File: src/rtl/piano_audio_pkg.sv
// Shared constants and types for the piano audio datapath.
package piano_audio_pkg;
  localparam int DATA_W   = 20;
  localparam int PERIOD_W = 24;

  localparam logic [DATA_W-1:0] AMPL    = 20'h3FFFF;
  localparam logic [DATA_W-1:0] SILENCE = 20'h00000;

  typedef enum logic [0:0] {
    WAIT_TICK = 1'b0,
    PUSH      = 1'b1
  } state_t;
endpackage

File: src/rtl/sample_tick_div.sv
// Free-running sample-rate divider; tick is high for the last cycle of each period.
module sample_tick_div #(
  parameter int SAMPLE_DIV = 2834
) (
  input  logic clk,
  input  logic rst,
  output logic tick
);
  localparam int CNT_W = $clog2(SAMPLE_DIV);
  localparam logic [CNT_W-1:0] LAST = CNT_W'(SAMPLE_DIV - 1);

  logic [CNT_W-1:0] cnt;

  always_ff @(posedge clk or negedge rst) begin
    if (!rst) begin
      cnt <= '0;
    end else if (cnt == LAST) begin
      cnt <= '0;
    end else begin
      cnt <= cnt + 1'b1;
    end
  end

  assign tick = (cnt == LAST);
endmodule

File: src/rtl/tone_sample_gen.sv
// Square-wave tone synthesiser producing one PCM sample per sample period
// and handing it to the I2S FIFO, counting samples lost to a full FIFO.
module tone_sample_gen
  import piano_audio_pkg::*;
#(
  parameter int SAMPLE_DIV = 2834
) (
  input  logic                clk,
  input  logic                rst,
  input  logic [PERIOD_W-1:0] tone_period,
  input  logic                tone_load,
  input  logic                note_on,
  input  logic [2:0]          volume,
  output logic [DATA_W-1:0]   i2s_din,
  output logic                i2s_wr_en,
  input  logic                i2s_full,
  output logic [15:0]         overrun_cnt,
  output logic                active
);
  localparam logic [PERIOD_W-1:0] DIV_P  = PERIOD_W'(SAMPLE_DIV);
  localparam logic [PERIOD_W:0]   DIV_PH = (PERIOD_W+1)'(SAMPLE_DIV);

  function automatic logic signed [DATA_W-1:0] scale_amp(input logic [2:0] sh);
    return $signed(AMPL >> sh);
  endfunction

  function automatic logic [15:0] sat_inc(input logic [15:0] v);
    return (v == 16'hFFFF) ? v : v + 16'd1;
  endfunction

  logic                      tick;
  logic [PERIOD_W-1:0]       period;
  logic [PERIOD_W:0]         phase;
  logic [PERIOD_W:0]         phase_n;
  logic                      pol;
  logic                      silent;
  logic signed [DATA_W-1:0]  amp;
  logic signed [DATA_W-1:0]  sample_p0;
  logic signed [DATA_W-1:0]  hold_p1;
  state_t                    state;

  sample_tick_div #(.SAMPLE_DIV(SAMPLE_DIV)) u_div (
    .clk  (clk),
    .rst  (rst),
    .tick (tick)
  );

  always_comb begin
    silent    = (period == '0) || (period < DIV_P) || !note_on;
    amp       = scale_amp(volume);
    phase_n   = phase + DIV_PH;
    sample_p0 = $signed(SILENCE);
    if (!silent) sample_p0 = pol ? amp : -amp;
  end

  // Oscillator state; a tone_load on the same edge as a tick overrides the phase update.
  always_ff @(posedge clk or negedge rst) begin
    if (!rst) begin
      period <= '0;
      phase  <= '0;
      pol    <= 1'b1;
    end else begin
      if (tick) begin
        if (silent) begin
          phase <= '0;
          pol   <= 1'b1;
        end else if (phase_n >= {1'b0, period}) begin
          phase <= phase_n - {1'b0, period};
          pol   <= ~pol;
        end else begin
          phase <= phase_n;
        end
      end
      if (tone_load) begin
        period <= tone_period;
        phase  <= '0;
        pol    <= 1'b1;
      end
    end
  end

  // ---- stage p1: held sample waiting for the FIFO ----
  always_ff @(posedge clk or negedge rst) begin
    if (!rst) begin
      state       <= WAIT_TICK;
      hold_p1     <= '0;
      overrun_cnt <= '0;
    end else begin
      case (state)
        WAIT_TICK: begin
          if (tick) begin
            hold_p1 <= sample_p0;
            state   <= PUSH;
          end
        end
        PUSH: begin
          if (tick) begin
            hold_p1 <= sample_p0;
            if (i2s_full) overrun_cnt <= sat_inc(overrun_cnt);
          end else if (!i2s_full) begin
            state <= WAIT_TICK;
          end
        end
        default: state <= WAIT_TICK;
      endcase
    end
  end

  always_ff @(posedge clk or negedge rst) begin
    if (!rst) active <= 1'b0;
    else      active <= (period != '0) && (period >= DIV_P) && note_on;
  end

  assign i2s_wr_en = (state == PUSH) && !i2s_full;
  assign i2s_din   = hold_p1;
endmodule
File: config.mk
export PLATFORM = sky130hd
export DESIGN_NAME = tone_sample_gen
export DESIGN_NICKNAME = d
export VERILOG_FILES = /design/src/rtl/piano_audio_pkg.sv /design/src/rtl/sample_tick_div.sv /design/src/rtl/tone_sample_gen.sv
export SDC_FILE = /design/constraint.sdc
export NUM_CORES = 1
export LEC_CHECK = 0
export ABC_AREA = 1
export CELL_PAD_IN_SITES_DETAIL_PLACEMENT = 1
export CELL_PAD_IN_SITES_GLOBAL_PLACEMENT = 1
export CORE_UTILIZATION = 28
export CTS_CLUSTER_DIAMETER = 30
export CTS_CLUSTER_SIZE = 28
export DETAILED_ROUTE_END_ITERATION = 12
export MAX_ROUTING_LAYER = met4
export PLACE_DENSITY = 0.58
export SETUP_SLACK_MARGIN = 0.1
export SYNTH_ARGS = -nofsm -noshare
export SYNTH_HDL_FRONTEND = slang
export SYNTH_SLANG_ARGS = --single-unit
export TNS_END_PERCENT = 20
File: constraint.sdc
create_clock -name clk -period 3.5 [get_ports clk]
set_input_delay 1.05 -clock clk [delete_from_list [all_inputs] [get_ports clk]]
set_output_delay 1.05 -clock clk [all_outputs]
set_load 0.03 [all_outputs]
# Word level (Yosys, flattened, before mapping)
# Index checks and enable logic that the tools add are counted.
# word_totals
regBits	100
in_bits	32
wordCells	51
# op_classes
n_addsub	5
magnitude_cmp	3
eq_ne	2
n_shift	1
mux	16
bitwise	3
n_reduce_logical	13
# op_table
cell	n
two-way mux 25 bit	4
two-way mux 20 bit	3
adder 25 x 12 -> 25 bit (second input constant)	1
greater-or-equal comparator 25 x 24 -> 1 bit	1
subtractor 25 x 24 -> 25 bit	1
greater-or-equal comparator 24 x 12 -> 1 bit (second input constant)	1
logical NOT 24 bit	1
less-than comparator 24 x 12 -> 1 bit (second input constant)	1
nonzero test 24 bit	1
negator 20 bit	1
right shift 18 x 3 -> 20 bit (first input constant)	1
adder 16 x 1 -> 16 bit (second input constant)	1
equality test 16 bit (second input constant)	1
adder 12 x 1 -> 12 bit (second input constant)	1
equality test 12 bit (second input constant)	1
two-way mux 12 bit	1
two-way mux 1 bit	7
AND reduction 4 bit	1
logical AND 1 bit	3
inverter 1 bit	3
nonzero test 3 bit	1
logical NOT 1 bit	2
logical OR 1 bit	2
one-hot mux 1 bit (2 select lines)	1
other kinds (2)	2

# Depth between registers and ports, before layout
# Gate-level depths: netlist of run 1.
# depth
ltp_word	6
ltp_mapped	25

# By module
# A second synthesis of run 1 with hierarchy kept.
# hier_totals
hier_cells	1076
hier_area_um2	7000.5
# by_module_without_submodules
module	n_inst	cells_each	area_per_inst_um2	seq_area_each_um2
tone_sample_gen	1	982	6319.8	1953.1
sample_tick_div	1	94	680.7	300.3

# Worst setup path after synthesis of run 1
# OpenSTA, ideal clock, no wires.
# synth_path
path_kind	reg2reg
from	register phase[1]
to	register phase[10]
setup_ps	117
t_arrival_ps	2725
required_ps	3383
slack_ps	659
stages_incl_launch_ff	21
cell_sequence	dfrtp_1 > ha_1 > nand2_1 > nand2_1 > nand3_1 > nand2_1 > nand2_1 > nand2_1 > nand3_1 > nand2_1 > inv_1 > ha_1 > nand2_1 > nor2_1 > nand2_1 > nor2_1 > a21oi_2 > clkbuf_1 > nand4_1 > nand3_2 > nand2_1
# synth_between
elab_chain_len	6
elab_cells_between_ends	7
classes_between	2 x add/sub; 1 x order compare; 4 x mux
# synth_lines
element	line	text
start, declared	tone_sample_gen.sv:33	logic [PERIOD_W:0] phase;
start signal, assigned	tone_sample_gen.sv:68	phase <= phase_n - {1'b0, period};
start signal, assigned	tone_sample_gen.sv:71	phase <= phase_n;
adder 25 x 12 -> 25 bit (*)	tone_sample_gen.sv:51	phase_n = phase + DIV_PH;
subtractor 25 x 24 -> 25 bit or greater-or-equal comparator 25 x 24 -> 1 bit (tied branches)	tone_sample_gen.sv:68, tone_sample_gen.sv:67	
two-way mux 25 bit (*)	tone_sample_gen.sv:67	end else if (phase_n >= {1'b0, period}) begin
two-way mux 25 bit (*)	tone_sample_gen.sv:64	if (silent) begin
two-way mux 25 bit (*)	tone_sample_gen.sv:63	if (tick) begin
two-way mux 25 bit (*)	tone_sample_gen.sv:74	if (tone_load) begin
# Every way passes the cells marked *; elsewhere a longest branch is shown, timed or not. The select of a mux whose other input is x is not followed.
# A chain may end at the register's enable or synchronous reset.

# Worst setup path in the final report of run 1
# layout_path
from	input i2s_full
to	output i2s_wr_en
# layout_between
elab_chain_len	2
# layout_lines
element	line	text
start, declared	tone_sample_gen.sv:16	input logic i2s_full,
logical NOT 1 bit	tone_sample_gen.sv:114	assign i2s_wr_en = (state == PUSH) && !i2s_full;
logical AND 1 bit	tone_sample_gen.sv:114	
end, declared	tone_sample_gen.sv:15	output logic i2s_wr_en,
# No other way between the ends.

==> results_dict.tcl, run 1 <==
set metrics [dict create \
    grt_pass1_vias 7060 \
    drc 0 \
    synth_largest_area_cell "dfrtp_1" \
    layout.nets 1222 \
    ys_seq_area_frac 0.318 \
    fillCellCount 3157 \
    sw_frac_of_total 0.310 \
    drv_slew 0 \
    r2r_cells 18 \
    dpl_cell_area_um2 8210 \
    drive_above_1_share 0.110 \
    tns_ns 0 \
    maxCapViolCount 0 \
    final_cell_mix "nand2_1, inv_1, dfrtp_1, nor2_1" \
    regToRegSetupSlack_ns 0.35 \
    drtPass1Iterations 4 \
    syn-instance-count 1083 \
    route.detailed.vias_per_inst 4.63 \
    ys_types 38 \
    p_total_w 0.00249 \
    cts_tree "built" \
    ant_nets 0 \
    die_y_um 161 \
    cts_buffers 9 \
    p_leak_nw 4.47 \
    max_freq_ghz 0.301 \
    place_congestion 0.872 \
    crit_arrival_ns 2.27 \
    dp.cells 1468 \
    antenna_found_initial 0 \
    grt_max_degree 50 \
    ioPinCount 70 \
    seqCellArea_um2 2260 \
    fin_crit_ns 3.32 \
    grt_usage 0.183 \
    timing.rr.start "phase[2]" \
    relSlewSlack 0.678 \
    cts_hold_buf 0 \
    pwr-share-comb 0.159 \
    start_util 0.289 \
    core_area_um2 24500 \
    peakVddDrop_mv 0.201 \
    dr_total_vias 6899 \
    critPathMaxFanout 3 \
    syn_nets 1144 \
    grt_pass1_wl_um 36600 \
    hold_class "flip-flop to flip-flop" \
    multi_input_area_um2 4140 \
    routed_wl_um 21800 \
    synth_area_leaders "dfrtp_1, nand2_1, inv_1" \
    die_w_um 161 \
    reg2reg_to "phase[0]" \
    netlist_area_um2 7090 \
    yosys_warnings 0 \
    p_int_w 0.00171 \
    layout_setup_ws_ns 0.177 \
    p_seq_frac 0.435 \
    final_common_cell "nand2_1" \
    netSwitchingPower_w 0.000771 \
    final_area_um2 8660 \
    dpl.hpwl_um 17900 \
    finClkSkew_ns 0.0155 \
    crit_end "i2s_wr_en" \
    h-tree-depth 3 \
    hold_viol 0 \
    p_clk_frac 0.405 \
    hp-start "phase[0]" \
    fin_cells 1490 \
    root_buffer "clkbuf_16" \
    fp-row-count 57 \
    clkTransAtPathRegs_ns 0.07 \
    final.period_utilization 0.949 \
    antenna_cells 0 \
    start_kind "input pin" \
    crit_start "i2s_full" \
    p_per_area_nw_per_um2 287 \
    wire_per_inst_um 14.6 \
    drt_iter0_drc 301 \
    dieArea_um2 25900 \
    hold_depth 2 \
    overflow 0 \
    clock_path_buffers 2 \
    clock-sinks 90 \
    setup_viol_count_final 0 \
    critPathKind "input pin to primary output" \
    worst_pin_slew_ns 0.483 \
    status "complete, no violations" \
    synth_top_area_share 0.314 \
    critPathCaptureType "primary output" \
    syn_avg_cell_area_um2 6.54 \
    pre_cts_ws_ns 0.172 \
    area.growth.synth_to_final_pct 22.2 \
    rsz0062_at_grt "false" \
    crit_required_ns 2.45 \
    clk_latency_ns 0.36 \
    synth-seq-cells 90 \
    port_buffers 69 \
]
-- per-layer routing --
metal  vias up  track usage  wire (um)
li1       3579            -          -
met1      3224        0.236      10500
met2        78        0.302      10300
met3        18       0.0257        582
met4         0       0.0446        323
met5         -            -          0
-- area by class of cell --
class,count,area share
multi-input combinational,797,0.478
sequential,90,0.261
timing repair buffer,99,0.109
inverter,164,0.0711
tap,324,0.0468
clock buffer,9,0.0260
clock inverter,7,0.00809
-- how the worst min path moves through the flow --
stage                            end
after floorplan             phase[0]
after global placement      phase[0]
after detailed placement    phase[0]
after CTS                   phase[0]
after global routing      i2s_din[0]
final                       phase[0]
-- cells by family (layout without fill, tap and decap cells) --
| group | after synthesis | in the layout | share of synthesized area |
|---|---|---|---|
| fa+ha+maj | 29 | 29 | 0.0523 |
| compound gates | 88 | 88 | 0.0648 |
| flops | 90 | 90 | 0.318 |
| simple gates | 641 | 641 | 0.404 |
| xor+xnor | 39 | 39 | 0.0482 |
| buf+inv | 196 | 279 | 0.113 |
-- worst max-delay path, cell delays in order --
cell	delay [ns]
clkdlybuf4s50_1	0.44
nor2_1	0.11
clkdlybuf4s50_1	0.67
-- sequential cells by signal, summed over array words and instances (netlist names) --
name / cells
u_div.cnt: 12
phase: 25
i2s_din: 10
overrun_cnt: 16
active: 1
pol: 1
period: 24
state: 1
-- cells in the mapped netlist (all sizes together) --
| library cell | n |
|---|---|
| nand3b | 9 |
| a21oi | 29 |
| xnor2 | 10 |
| fa | 1 |
| buf | 20 |
| a31oi | 2 |
| dfrtp | 89 |
| o21bai | 4 |
| nor2 | 88 |
| o21ai | 52 |
| clkbuf | 12 |
| dfstp | 1 |
| and3 | 1 |
| inv | 164 |
| xor2 | 29 |
| o211ai | 1 |
| nand4 | 45 |
| nor3 | 15 |
| and2 | 4 |
| nand3 | 77 |
| or2 | 1 |
| nor4 | 6 |
| nor3b | 3 |
| ha | 28 |
| nand2 | 392 |
-- power by group through the flow --
stage / sequential (W) / combinational [W] / clock, W
2_1_floorplan: 0.00110 / 0.000240 / 0
3_3_place_gp: 0.00110 / 0.000397 / 0
3_5_place_dp: 0.00110 / 0.000398 / 0
4_1_cts: 0.00108 / 0.000401 / 0.00104
5_1_grt: 0.00109 / 0.000458 / 0.00108
6_report: 0.00108 / 0.000396 / 0.00101
-- per-stage QoR --
stage | hold WS (ns) | util
floorplan | 0.442 | -
global placement | 0.462 | 0.335
detailed placement | 0.468 | 0.335
CTS | 0.486 | 0.347
global route | 0.525 | 0.353
finish | 0.485 | 0.353
-- repair_timing --
item / in CTS / in global routing
gates resized for setup: 0 / 40
endpoints found under the setup margin: 0 / 26
buffers inserted: 0 / 6
Note: power is estimated with default switching activity, not from simulation.
==> inputs of run 2 (changes only) <==
CAP_MARGIN = 10   (was unset)
==> results of run 2 <==
Final layout, timing and power as in run 1 (identical DEF).
==> inputs of run 3 (changes only) <==
CORE_MARGIN = 5   (was unset)
==> run 3 against run 2 <==
Clock skew is 0.00080 ns lower. Register-to-register slack hardly changed. Sequential power hardly changed. Global-route usage is 2.0 points lower. Setup slack worse by 0.010 ns. Fmax is 0.31% lower. Final cell count is 0.74% higher.
==> results_dict.tcl, run 3 (synthesis gave the netlist of run 1 again) <==
set metrics [dict create \
    status "complete, no violations" \
    reg.largest.list "phase x25, period x24, overrun_cnt x16" \
    top_register "phase" \
    cts_hold_buf 0 \
    area.growth.synth_to_final_pct 24.2 \
    grt_usage 0.163 \
    layout.nets 1227 \
    cts_buffers 9 \
    die_w_um 169 \
    drc 0 \
    tns_ns 0 \
    rsz0062_at_grt "false" \
    max_freq_ghz 0.300 \
    dr_total_vias 6957 \
    clk_latency_ns 0.36 \
    critPathCaptureType "primary output" \
    crit_required_ns 2.45 \
    start_kind "input pin" \
    cts_tree "built" \
    start_util 0.283 \
    hp-start "i2s_din[15]" \
    fp-row-count 58 \
    crit_arrival_ns 2.28 \
    drv_slew 0 \
    grt_max_degree 44 \
    maxCapViolCount 0 \
    wire_per_inst_um 15.0 \
    worst_pin_slew_ns 0.501 \
    place_congestion 0.849 \
    ant_nets 0 \
    p_leak_nw 4.51 \
    routed_wl_um 22600 \
    clkTransAtPathRegs_ns 0.07 \
    critPathKind "input pin to primary output" \
    clock_path_buffers 2 \
    crit_start "i2s_full" \
    relSlewSlack 0.666 \
    drt_iter0_drc 263 \
    clock-sinks 90 \
    ioPinCount 70 \
    grt_pass1_vias 7184 \
    die_y_um 169 \
    grt_pass1_wl_um 36800 \
    timing.rr.start "phase[1]" \
    port_buffers 69 \
    fin_crit_ns 3.33 \
    finClkSkew_ns 0.0147 \
    h-tree-depth 3 \
    peakVddDrop_mv 0.259 \
    largest_register_ffs 25 \
    hold_viol 0 \
    final_cell_mix "nand2_1, inv_1, dfrtp_1, nor2_1, nand3_1" \
    antenna_found_initial 0 \
    antenna_cells 0 \
    final_common_cell "nand2_1" \
    hold_slack_ns 0.486 \
    overflow 0 \
    layout_setup_ws_ns 0.167 \
    final.period_utilization 0.952 \
    drive_above_1_share 0.122 \
    setup_viol_count_final 0 \
    dieArea_um2 28600 \
    dpl.hpwl_um 18300 \
    critPathMaxFanout 3 \
    root_buffer "clkbuf_16" \
    core_area_um2 25000 \
    pre_cts_ws_ns 0.131 \
    hold_class "flip-flop to flip-flop" \
    p_per_area_nw_per_um2 290 \
    drtPass1Iterations 4 \
    route.detailed.vias_per_inst 4.63 \
]
==> run 3: cell count changes in the layout (fill, tap and decap cells not counted), moves of 4 or more <==
cell and delta:
ha_4 +6, ha_1 -5, buf_4 +4, nand2_1 -4
nand2_2 +4
==> run 3: cell type report <==
| type | count | area [um^2] |
|---|---|---|
| clock buffers | 9 | 225 |
| clock inverters | 7 | 82.6 |
| fillers | 3214 | 16200 |
| inverters | 164 | 616 |
| multi-input cells | 797 | 4210 |
| flip-flops and latches | 90 | 2260 |
| well taps | 330 | 413 |
| repair buffers | 104 | 987 |
==> run 3: final timing paths <==
kind,end,slack (ns),depth (start not counted)
max in group asynchronous,pol,2.13,2
setup / recovery,i2s_wr_en,0.17,3
hold reg to reg,i2s_din[15],0.49,2
setup reg to reg,phase[8],0.36,19
hold / removal,i2s_din[15],0.49,2
min in group asynchronous,i2s_din[0],0.66,1
==> run 3: worst max-delay path, cell delays in order <==
cell,delay [ns]
clkdlybuf4s50_1,0.45
nor2_1,0.11
clkdlybuf4s50_1,0.67
==> run 3: report_power, final <==
part | internal [W] | leakage (nW) | switching (W)
registers | 0.00107 | 1.11 | 0.0000152
clock network | 0.000569 | 0.150 | 0.000491
logic | 0.000152 | 3.25 | 0.000259
==> run 3: stage by stage <==
| stage | utilization | cell area, um^2 | total power [W] | instances |
|---|---|---|---|---|
| 3_5_place_dp | 0.327 | 8200 | 0.00150 | 1472 |
| 5_1_grt | 0.351 | 8800 | 0.00269 | 1501 |
| 4_1_cts | 0.340 | 8510 | 0.00258 | 1488 |
| 3_3_place_gp | 0.327 | 8200 | 0.00150 | 1472 |
| 6_report | 0.351 | 8800 | 0.00255 | 1501 |
| 2_1_floorplan | - | 7090 | 0.00134 | 1083 |
==> run 3: metal layers <==
metal / up-vias / global-route usage / wire length [um]
met1: 3280 / 0.211 / 10700
met3: 12 / 0.0236 / 830
met5: - / - / 0
met4: 0 / 0.0322 / 199
li1: 3577 / - / -
met2: 88 / 0.274 / 10800
==> run 3: what timing repair did <==
| item | 4_1_cts | 5_1_grt |
|---|---|---|
| pin swaps | 0 | 5 |
| setup buffers | 0 | 13 |
| setup endpoints to repair | 1 | 26 |
| resized for setup | 1 | 52 |
